$ cat config.mk
export PLATFORM = sky130hd
export DESIGN_NAME = control_trace_decoder_flat
export DESIGN_NICKNAME = d
export VERILOG_FILES = /design/src/rtl/control_trace_decoder_if.sv /design/src/rtl/control_trace_decoder.sv /design/src/flat_wrapper.sv
export SDC_FILE = /design/constraint.sdc
export NUM_CORES = 1
export LEC_CHECK = 0
export CAP_MARGIN = 40
export CORE_ASPECT_RATIO = 1.75
export CORE_MARGIN = 3
export CORE_UTILIZATION = 40
export DETAILED_ROUTE_END_ITERATION = 10
export GPL_ROUTABILITY_DRIVEN = 0
export HOLD_SLACK_MARGIN = 0.1
export PLACE_DENSITY_LB_ADDON = 0.15
export SETUP_SLACK_MARGIN = 0.02
export SYNTH_ARGS = -nofsm -noshare
export SYNTH_HDL_FRONTEND = slang
export SYNTH_SLANG_ARGS = --single-unit
$ cat constraint.sdc
create_clock -name clk -period 3.5 [get_ports clk]
set_input_delay 1.05 -clock clk [delete_from_list [all_inputs] [get_ports clk]]
set_output_delay 1.05 -clock clk [all_outputs]
set_load 0.01 [all_outputs]
$ cat src/rtl/control_trace_decoder_if.sv
// Observed control-unit word plus the decoder's retirement/error trace outputs.
interface control_trace_decoder_if;
  localparam int unsigned FUNCT_W = 3;
  localparam int unsigned SEL_W   = 2;
  localparam int unsigned CLASS_W = 4;
  localparam int unsigned COUNT_W = 16;
  localparam int unsigned CODE_W  = 3;
  localparam int unsigned PHASE_W = 3;

  logic               PCWrite;
  logic               PCWriteCond;
  logic               LoadIR;
  logic               LoadRegA;
  logic               LoadRegB;
  logic               LoadALUOut;
  logic               WriteReg;
  logic               LoadMDR;
  logic               DMemWrite;
  logic               ALUSrcA;
  logic               BranchOp;
  logic [FUNCT_W-1:0] ALUFunct;
  logic [SEL_W-1:0]   ALUSrcB;
  logic [SEL_W-1:0]   MemToReg;

  logic               retired_valid;
  logic [CLASS_W-1:0] retired_class;
  logic [COUNT_W-1:0] retired_count;
  logic               error;
  logic [CODE_W-1:0]  error_code;
  logic [PHASE_W-1:0] phase;

  modport master (
    output PCWrite, PCWriteCond, LoadIR, LoadRegA, LoadRegB, LoadALUOut,
           WriteReg, LoadMDR, DMemWrite, ALUSrcA, BranchOp,
           ALUFunct, ALUSrcB, MemToReg,
    input  retired_valid, retired_class, retired_count, error, error_code, phase
  );

  modport slave (
    input  PCWrite, PCWriteCond, LoadIR, LoadRegA, LoadRegB, LoadALUOut,
           WriteReg, LoadMDR, DMemWrite, ALUSrcA, BranchOp,
           ALUFunct, ALUSrcB, MemToReg,
    output retired_valid, retired_class, retired_count, error, error_code, phase
  );
endinterface

$ cat src/rtl/control_trace_decoder.sv
// Watches multi-cycle control-unit words, reconstructs instruction boundaries,
// and reports retirements, instruction counts and the first sequencing error.
module control_trace_decoder (
  input logic                    clk,
  input logic                    Reset,
  control_trace_decoder_if.slave bus
);
  localparam int unsigned CLASS_W = 4;
  localparam int unsigned COUNT_W = 16;
  localparam int unsigned CODE_W  = 3;
  localparam int unsigned STALL_W = 4;

  localparam logic [CLASS_W-1:0] CLS_NONE = 4'd0;
  localparam logic [CLASS_W-1:0] CLS_ADD  = 4'd1;
  localparam logic [CLASS_W-1:0] CLS_SUB  = 4'd2;
  localparam logic [CLASS_W-1:0] CLS_ADDI = 4'd3;
  localparam logic [CLASS_W-1:0] CLS_LD   = 4'd4;
  localparam logic [CLASS_W-1:0] CLS_SD   = 4'd5;
  localparam logic [CLASS_W-1:0] CLS_LUI  = 4'd6;
  localparam logic [CLASS_W-1:0] CLS_BEQ  = 4'd7;
  localparam logic [CLASS_W-1:0] CLS_BNE  = 4'd8;

  localparam logic [CODE_W-1:0] ERR_NONE    = 3'd0;
  localparam logic [CODE_W-1:0] ERR_SEQ     = 3'd1;
  localparam logic [CODE_W-1:0] ERR_ILLEGAL = 3'd2;
  localparam logic [CODE_W-1:0] ERR_TIMEOUT = 3'd3;

  localparam logic [2:0]         FUNCT_ADD   = 3'b001;
  localparam logic [2:0]         FUNCT_SUB   = 3'b010;
  localparam logic [STALL_W-1:0] STALL_LIMIT = 4'd7;

  typedef enum logic [2:0] {
    S_IDLE    = 3'd0,
    S_FETCHED = 3'd1,
    S_DECODED = 3'd2,
    S_EXEC_R  = 3'd3,
    S_OFFSET  = 3'd4,
    S_LDMEM   = 3'd5
  } state_t;

  typedef enum logic [3:0] {
    W_FETCH, W_DEC, W_RALU, W_OFF, W_ST, W_MDR,
    W_WBA, W_WBM, W_WBU, W_BR, W_NULL, W_OTHER
  } word_t;

  state_t             state;
  state_t             state_nxt;
  word_t              word;
  logic [STALL_W-1:0] stall;
  logic               is_sub;
  logic [CODE_W-1:0]  err_nxt;
  logic [CLASS_W-1:0] retire_nxt;
  logic               any_en;

  logic               valid_q;
  logic [CLASS_W-1:0] class_q;
  logic [COUNT_W-1:0] count_q;
  logic               error_q;
  logic [CODE_W-1:0]  code_q;

  // Classify the observed word; earlier classes win on overlap.
  always_comb begin
    any_en = bus.PCWrite | bus.PCWriteCond | bus.LoadIR | bus.LoadRegA | bus.LoadRegB |
             bus.LoadALUOut | bus.WriteReg | bus.LoadMDR | bus.DMemWrite |
             bus.ALUSrcA | bus.BranchOp;
    word = W_OTHER;
    if (bus.LoadIR && bus.PCWrite && bus.ALUSrcB == 2'b01)
      word = W_FETCH;
    else if (bus.LoadRegA && bus.LoadRegB && bus.LoadALUOut && bus.ALUSrcB == 2'b11)
      word = W_DEC;
    else if (bus.LoadALUOut && bus.ALUSrcA && bus.ALUSrcB == 2'b00)
      word = W_RALU;
    else if (bus.LoadALUOut && bus.ALUSrcA && bus.ALUSrcB == 2'b10)
      word = W_OFF;
    else if (bus.DMemWrite)
      word = W_ST;
    else if (bus.LoadMDR)
      word = W_MDR;
    else if (bus.WriteReg && bus.MemToReg == 2'b00)
      word = W_WBA;
    else if (bus.WriteReg && bus.MemToReg == 2'b01)
      word = W_WBM;
    else if (bus.WriteReg && bus.MemToReg == 2'b10)
      word = W_WBU;
    else if (bus.PCWriteCond)
      word = W_BR;
    else if (!any_en)
      word = W_NULL;
  end

  // Transition table: next phase, error to raise, or class to retire.
  always_comb begin
    state_nxt  = state;
    err_nxt    = ERR_NONE;
    retire_nxt = CLS_NONE;
    if (state != S_IDLE && word == W_NULL) begin
      if (stall == STALL_LIMIT) err_nxt = ERR_TIMEOUT;
    end else begin
      unique case (state)
        S_IDLE: begin
          if (word == W_FETCH) state_nxt = S_FETCHED;
        end
        S_FETCHED: begin
          if (word == W_DEC) state_nxt = S_DECODED;
          else               err_nxt   = ERR_SEQ;
        end
        S_DECODED: begin
          unique case (word)
            W_RALU: begin
              if (bus.ALUFunct == FUNCT_ADD || bus.ALUFunct == FUNCT_SUB) state_nxt = S_EXEC_R;
              else                                                         err_nxt   = ERR_SEQ;
            end
            W_OFF:   state_nxt  = S_OFFSET;
            W_WBU:   retire_nxt = CLS_LUI;
            W_BR:    retire_nxt = bus.BranchOp ? CLS_BNE : CLS_BEQ;
            W_FETCH: err_nxt    = ERR_ILLEGAL;
            default: err_nxt    = ERR_SEQ;
          endcase
        end
        S_EXEC_R: begin
          if (word == W_WBA) retire_nxt = is_sub ? CLS_SUB : CLS_ADD;
          else               err_nxt    = ERR_SEQ;
        end
        S_OFFSET: begin
          unique case (word)
            W_ST:    retire_nxt = CLS_SD;
            W_MDR:   state_nxt  = S_LDMEM;
            W_WBA:   retire_nxt = CLS_ADDI;
            default: err_nxt    = ERR_SEQ;
          endcase
        end
        S_LDMEM: begin
          if (word == W_WBM) retire_nxt = CLS_LD;
          else               err_nxt    = ERR_SEQ;
        end
        default: state_nxt = S_IDLE;
      endcase
    end
  end

  always_ff @(posedge clk) begin
    if (Reset) begin
      state   <= S_IDLE;
      stall   <= '0;
      is_sub  <= 1'b0;
      valid_q <= 1'b0;
      class_q <= CLS_NONE;
      count_q <= '0;
      error_q <= 1'b0;
      code_q  <= ERR_NONE;
    end else begin
      valid_q <= 1'b0;
      if (state == S_DECODED && word == W_RALU) is_sub <= (bus.ALUFunct == FUNCT_SUB);
      if (err_nxt != ERR_NONE) begin
        state   <= S_IDLE;
        stall   <= '0;
        error_q <= 1'b1;
        if (!error_q) code_q <= err_nxt;
      end else if (retire_nxt != CLS_NONE) begin
        state   <= S_IDLE;
        stall   <= '0;
        valid_q <= 1'b1;
        class_q <= retire_nxt;
        count_q <= count_q + COUNT_W'(1);
      end else begin
        state <= state_nxt;
        // NULL words in an open instruction accumulate; anything else restarts the count.
        if (state_nxt != S_IDLE && word == W_NULL) stall <= stall + STALL_W'(1);
        else                                        stall <= '0;
      end
    end
  end

  assign bus.retired_valid = valid_q;
  assign bus.retired_class = class_q;
  assign bus.retired_count = count_q;
  assign bus.error         = error_q;
  assign bus.error_code    = code_q;
  assign bus.phase         = 3'(state);

endmodule

$ cat src/flat_wrapper.sv
// flat-port wrapper written by rule: the top's interface ports become plain ports
module control_trace_decoder_flat 
  (clk, Reset, bus_PCWrite, bus_PCWriteCond, bus_LoadIR, bus_LoadRegA, bus_LoadRegB, bus_LoadALUOut, bus_WriteReg, bus_LoadMDR, bus_DMemWrite, bus_ALUSrcA, bus_BranchOp, bus_ALUFunct, bus_ALUSrcB, bus_MemToReg, bus_retired_valid, bus_retired_class, bus_retired_count, bus_error, bus_error_code, bus_phase);
  control_trace_decoder_if bus_i ();
  input logic clk;
  input logic Reset;
  input wire logic [$bits(bus_i.PCWrite)-1:0] bus_PCWrite;
  input wire logic [$bits(bus_i.PCWriteCond)-1:0] bus_PCWriteCond;
  input wire logic [$bits(bus_i.LoadIR)-1:0] bus_LoadIR;
  input wire logic [$bits(bus_i.LoadRegA)-1:0] bus_LoadRegA;
  input wire logic [$bits(bus_i.LoadRegB)-1:0] bus_LoadRegB;
  input wire logic [$bits(bus_i.LoadALUOut)-1:0] bus_LoadALUOut;
  input wire logic [$bits(bus_i.WriteReg)-1:0] bus_WriteReg;
  input wire logic [$bits(bus_i.LoadMDR)-1:0] bus_LoadMDR;
  input wire logic [$bits(bus_i.DMemWrite)-1:0] bus_DMemWrite;
  input wire logic [$bits(bus_i.ALUSrcA)-1:0] bus_ALUSrcA;
  input wire logic [$bits(bus_i.BranchOp)-1:0] bus_BranchOp;
  input wire logic [$bits(bus_i.ALUFunct)-1:0] bus_ALUFunct;
  input wire logic [$bits(bus_i.ALUSrcB)-1:0] bus_ALUSrcB;
  input wire logic [$bits(bus_i.MemToReg)-1:0] bus_MemToReg;
  output wire logic [$bits(bus_i.retired_valid)-1:0] bus_retired_valid;
  output wire logic [$bits(bus_i.retired_class)-1:0] bus_retired_class;
  output wire logic [$bits(bus_i.retired_count)-1:0] bus_retired_count;
  output wire logic [$bits(bus_i.error)-1:0] bus_error;
  output wire logic [$bits(bus_i.error_code)-1:0] bus_error_code;
  output wire logic [$bits(bus_i.phase)-1:0] bus_phase;
  assign bus_i.PCWrite = bus_PCWrite;
  assign bus_i.PCWriteCond = bus_PCWriteCond;
  assign bus_i.LoadIR = bus_LoadIR;
  assign bus_i.LoadRegA = bus_LoadRegA;
  assign bus_i.LoadRegB = bus_LoadRegB;
  assign bus_i.LoadALUOut = bus_LoadALUOut;
  assign bus_i.WriteReg = bus_WriteReg;
  assign bus_i.LoadMDR = bus_LoadMDR;
  assign bus_i.DMemWrite = bus_DMemWrite;
  assign bus_i.ALUSrcA = bus_ALUSrcA;
  assign bus_i.BranchOp = bus_BranchOp;
  assign bus_i.ALUFunct = bus_ALUFunct;
  assign bus_i.ALUSrcB = bus_ALUSrcB;
  assign bus_i.MemToReg = bus_MemToReg;
  assign bus_retired_valid = bus_i.retired_valid;
  assign bus_retired_class = bus_i.retired_class;
  assign bus_retired_count = bus_i.retired_count;
  assign bus_error = bus_i.error;
  assign bus_error_code = bus_i.error_code;
  assign bus_phase = bus_i.phase;
  control_trace_decoder u_core (.clk(clk), .Reset(Reset), .bus(bus_i));
endmodule
==> reports/results.ini, run 1 <==
[critical_path]
critPathLaunchType=primary input
reg2reg_depth=8
path_class=primary input to flip-flop
r2r-end=u_core.bus.retired_count[3]
reg2reg_from=u_core.bus.phase[0]
critPathArrivalTime_ps=3590
cp.required_ps=3670
r2r_setup_slack_ps=1000
critPathMaxFanout=7
critPathCaptureType=flip-flop

[job]
drv_cap=0

[finish]
finish.instance_area_mm2=0.003088
fin_nets=372
fin_cells=402
area.growth.synth_to_final_pct=52.06
num_antenna_cells=0
drive_above_1_share_pct=26.00

[placement]
dp_cells=387
place.port_buffers=46
dpl.hpwl_um=4395
dpl_worst_slack_ps=-232.2
placed_area_mm2=0.002843

[cts]
cts_num_sinks=32
cts_max_path_buffers=2
numCtsBuffers=5
cts-root-buf=clkbuf_8
cts.htree.levels=2
ctsHoldBuffers=0
cts_tree=built
path_clk_slew_ps=70
clk_latency_ps=280

[routing]
routed_via_density=5.706
drtIter0Drc=82
wirelength_um=5925
detail-route-antenna-nets=0
dr_total_vias=2294
firstDrtPassIters=4
wire_per_inst_um=14.74
drc_errors=0

[synthesis]
syn_area_mm2=0.002031
synth.distinct_cells=55
avgSynthCellArea_um2=7.902
yosysSeqAreaShare_pct=31.55
ys_seq_elements=32
synth_warnings=0
ys.flop_type=dfxtp_1
synth_cells=257
synth-edff-count=0
syn_nets=279
async_flop_share_pct=0

[pwr]
peakVddDrop_v=0.0002438
total_power_uw=757.2
pwr_density_cell_mw_per_mm2=245.2
p_leak_uw=0.001203

[sta]
fmax_mhz=292.4
whs_ps=470.4
hold_violations=0
min_period_ps=3420
finClkSkew_ps=3.921
setup_viol_count_final=0
drv_slew=0
fin_ws_ps=79.89
period_share_pct=97.72

[min_path]
hp-class=flip-flop to flip-flop
min_path_cells=1
holdPathEnd=u_core.stall[0]
min_from=u_core.stall[0]

[die]
rows=33
chipWidth_um=59.86
start_util_pct=42.40
fp.dieH_um=100.3
io_pins=48
dieArea_mm2=0.006001
core-area_mm2=0.004790

[global_route]
antenna_found_initial=0
grt-ovfl-total=0
grt_pass1_vias=2234
grt_max_degree=37
grt_util_all_layers_pct=20.15
grt_pass1_wl_um=9563

[status]
status=complete, no violations

[Yosys cell counts, drive strengths merged (2+ instances only)]
library cell,number,area (µm²)
and4,3,26.28
nand3b,2,15.01
o211ai,3,22.52
and3,4,30.03
dfxtp,32,640.6
a31oi,5,31.28
or3,2,12.51
a211oi,3,27.52
xnor2,2,17.52
a21oi,22,110.1
or4,2,18.77
buf,5,33.78
nor3,13,65.06
and2,2,12.51
nand2,13,48.80
o21ai,7,35.03
a22oi,3,22.52
nor2b,18,112.6
a21o,2,15.01
mux2,14,157.6
o31ai,2,15.01
nand4,5,31.28
nand3,18,90.09
nor2,29,108.9
a41oi,2,17.52
ha,2,25.02
nor4,6,37.54
nand2b,5,31.28
clkbuf,8,30.03
inv,4,15.01
[cell type report]
class,instances,area (µm²)
fill,436,1702
inverter,4,15.01
timing repair buffer,98,870.8
clock inverter,1,5.005
multi-input combinational,209,1419
tap,52,65.06
sequential,32,640.6
clock buffer,6,72.57
[layer usage]
metal	part of all wire (%)	global-route usage [%]	wire, µm	vias up
met4	3.1	8.532	185	0
met5	0	0	0	-
li1	-	-	-	1137
met1	37	20.21	2165	1071
met3	3.5	2.445	206	17
met2	57	39.00	3368	69
[logic make-up after synthesis]
family	Yosys count	share of synthesized area [%]
AO/OA/AOI/OAI	60	19.90
XOR/XNOR	3	1.294
adder cells (fa/ha/maj)	3	1.725
buffers and inverters	17	3.881
flip-flops	32	31.55
multiplexers	14	7.763
other	1	0.1847
AND/OR/NAND/NOR	127	33.70
[layout by cell type, fill, tap and decap left out, types with 6 or more instances in the layout]
cell,count
a21oi_1,21
buf_4,51
clkdlybuf4s50_1,43
dfxtp_1,32
mux2_2,13
nand2_1,12
nand3_1,18
nor2_1,28
nor2b_1,17
nor3_1,12
o21ai_0,6
[flip-flops by register name (all words and copies together) (netlist names)]
register / flops
u_core.bus.phase: 3
u_core.bus.retired_valid: 1
u_core.bus.retired_class: 4
u_core.bus.retired_count: 16
u_core.stall: 4
u_core.bus.error_code: 2
u_core.is_sub: 1
u_core.bus.error: 1
[how the worst max path moves through the flow]
stage	depth (start not counted)	startpoint	end
after floorplan	8	bus_ALUSrcA	u_core.bus.retired_count[7]
after global placement	8	bus_WriteReg	u_core.bus.retired_count[7]
after detailed placement	8	bus_ALUSrcA	u_core.bus.retired_count[7]
after CTS	8	bus_ALUSrcA	u_core.bus.retired_count[7]
after global routing	10	bus_ALUSrcB[0]	u_core.stall[0]
final	8	bus_LoadALUOut	u_core.bus.retired_count[7]
[metrics by stage]
step / util (%) / TNS [ps]
global route: 64.47 / -30.42
CTS: 61.13 / 0
detailed placement: 59.35 / -3845
floorplan: - / 0
global placement: 59.35 / -3675
finish: 64.47 / 0
[critical path: stages]
cell	delay (ps)
clkdlybuf4s50_1	500
and3b_2	220
nor2_1	80
a221o_1	370
or4_4	550
and3_4	230
a211oi_4	240
mux2_4	330
[report_power, final]
part / total (µW) / switching [µW] / leakage [µW] / internal (µW)
Combinational: 128 / 62.0 / 0.000905 / 65.7
Sequential: 367 / 1.96 / 0.000258 / 365
Clock: 263 / 128 / 0.0000410 / 135
[what timing repair did]
action | CTS | global route
gates cloned | 0 | 1
gates resized for setup | 0 | 23
endpoints found under the hold margin | 0 | 0
pin swaps | 1 | 9
endpoints found under the setup margin | 1 | 24
buffers inserted | 1 | 6
No activity file was read; power rests on OpenSTA's default activity.
==> run 2: changes to the inputs <==
CAP_MARGIN = default   (was 40)
==> results of run 2 <==
Final layout, timing and power as in run 1 (identical DEF).
==> run 3: changes to the inputs <==
CORE_UTILIZATION = 50   (was 40)
==> run 3 against run 2 <==
- sequential share of layout area is 0.71 points higher
- via count hardly changed
- hold slack worse by 10 ps
- global-route usage increased by 5.5 points
- cell area is 3.3% lower
- power grew 12%
- critical path depth unchanged
- critical endpoint unchanged
- largest power group unchanged
- highest routed layer unchanged
==> reports/results.ini, run 3 (synthesized netlist as in run 1, its figures left out) <==
[status]
status=complete, no violations

[critical_path]
slowest_stage=or4_4
critical_path.max_stage_delay_ps=540
critPathArrivalTime_ps=3590
path_class=primary input to flip-flop
cp_top_family=simple AND/OR/NAND/NOR gates
worst-path-buf-inv=1
critPathMaxFanout=7
crit_chain=clkdlybuf4s50_1 -> and3b_2 -> nor2_1 -> a221o_1 -> or4_4 -> and3_4 -> a211oi_2 -> mux2_1
critPathCaptureType=flip-flop
critPathLaunchType=primary input
cp.required_ps=3670

[pwr]
internal-power_uw=637.6
p_comb_share_pct=14.5
clkPwrFrac_pct=42.1
p_leak_uw=0.001162
switchingPower_uw=207.3
total_power_uw=844.9
p_seq_share_pct=43.4
peakVddDrop_v=0.0002789
pwr_density_cell_mw_per_mm2=283.0
sw_frac_of_total_pct=24.54

[sta]
drv_slew=0
rsz0062_at_grt=yes
period_share_pct=97.70
setup_viol_count_final=0
finClkSkew_ps=5.453
hold_violations=0
min_period_ps=3420
fmax_mhz=292.4

[cts]
cts_num_sinks=32
numCtsBuffers=5
path_clk_slew_ps=70
cts_max_path_buffers=2
cts.htree.levels=2
clk_latency_ps=290
cts_tree=built
cts-root-buf=clkbuf_8

[min_path]
hp-class=flip-flop to flip-flop

[die]
start_util_pct=52.02
fp.dieH_um=90.31
dieArea_mm2=0.004892
io_pins=48
chipWidth_um=54.18
core-area_mm2=0.003904
rows=30

[finish]
area.growth.synth_to_final_pct=47.01
largest_reg_flops=16
fin_cells=389
final_common_cell=clkdlybuf4s50_1
drive_above_1_share_pct=22.87
fin_nets=362
num_antenna_cells=0
finish.instance_area_mm2=0.002985
layout_common_cells=43 x clkdlybuf4s50_1, 42 x buf_4, 32 x dfxtp_1, 29 x nor2_1, 21 x a21oi_1

[routing]
dr_total_vias=2292
drtIter0Drc=78
wire_per_inst_um=15.35
detail-route-antenna-nets=0
firstDrtPassIters=4
drc_errors=0
wirelength_um=5972
routed_via_density=5.892

[global_route]
grt_pass1_vias=2311
grt_max_degree=38
grt_util_all_layers_pct=25.68
antenna_found_initial=0
grt-ovfl-total=0
grt_pass1_wl_um=9584

[placement]
dpl.hpwl_um=4338
placed_area_mm2=0.002780
dp_cells=377
place.port_buffers=46

[job]
drv_cap=0

## run 3: metal layers
metal  GRT usage [%]  wire, µm  vias to the layer above
li1                -         -                     1124
met1           23.88      2067                     1053
met2           46.20      3370                       86
met3           4.959       233                       29
met4           16.84       300                        0
met5               0         0                        -
## run 3: what timing repair did
item	CTS	global route
resized for setup	1	13
buffers inserted	0	3
hold buffers	0	0
cloned	1	0
setup endpoints to repair	3	23
pin swaps	3	6
## run 3: worst paths after layout
check | end | start | slack, ps | cells after the start
max reg2reg | u_core.bus.retired_count[7] | u_core.bus.phase[0] | 1000 | 6
min | u_core.stall[0] | u_core.stall[0] | 460 | 1
max | u_core.bus.retired_count[7] | bus_LoadALUOut | 80 | 8
min reg2reg | u_core.stall[0] | u_core.stall[0] | 460 | 1
## run 3: per-stage QoR
stage	hold slack, ps	utilization (%)	worst slack, ps	TNS, ps
3_3_place_gp	443.1	71.22	-199.0	-3027
5_1_grt	472.5	76.47	9.113	0
3_5_place_dp	452.1	71.22	-277.7	-4668
2_1_floorplan	428.4	-	182.2	0
4_1_cts	462.0	74.55	26.07	0
6_report	460.2	76.47	80.45	0
## run 3: area by class of cell
| type | count | area (µm²) |
|---|---|---|
| well taps | 48 | 60.06 |
| fillers | 311 | 918.4 |
| flip-flops and latches | 32 | 640.6 |
| repair buffers | 88 | 783.3 |
| clock inverters | 3 | 42.54 |
| clock buffers | 5 | 68.82 |
| inverters | 4 | 15.01 |
| multi-input cells | 209 | 1375 |
## run 3: power groups by stage
stage	combinational, µW	sequential [µW]	clock, µW
final	122	367	356
after detailed placement	109	375	0
after global placement	107	375	0
after floorplan	46.6	374	0
after global routing	132	366	373
after CTS	113	366	358
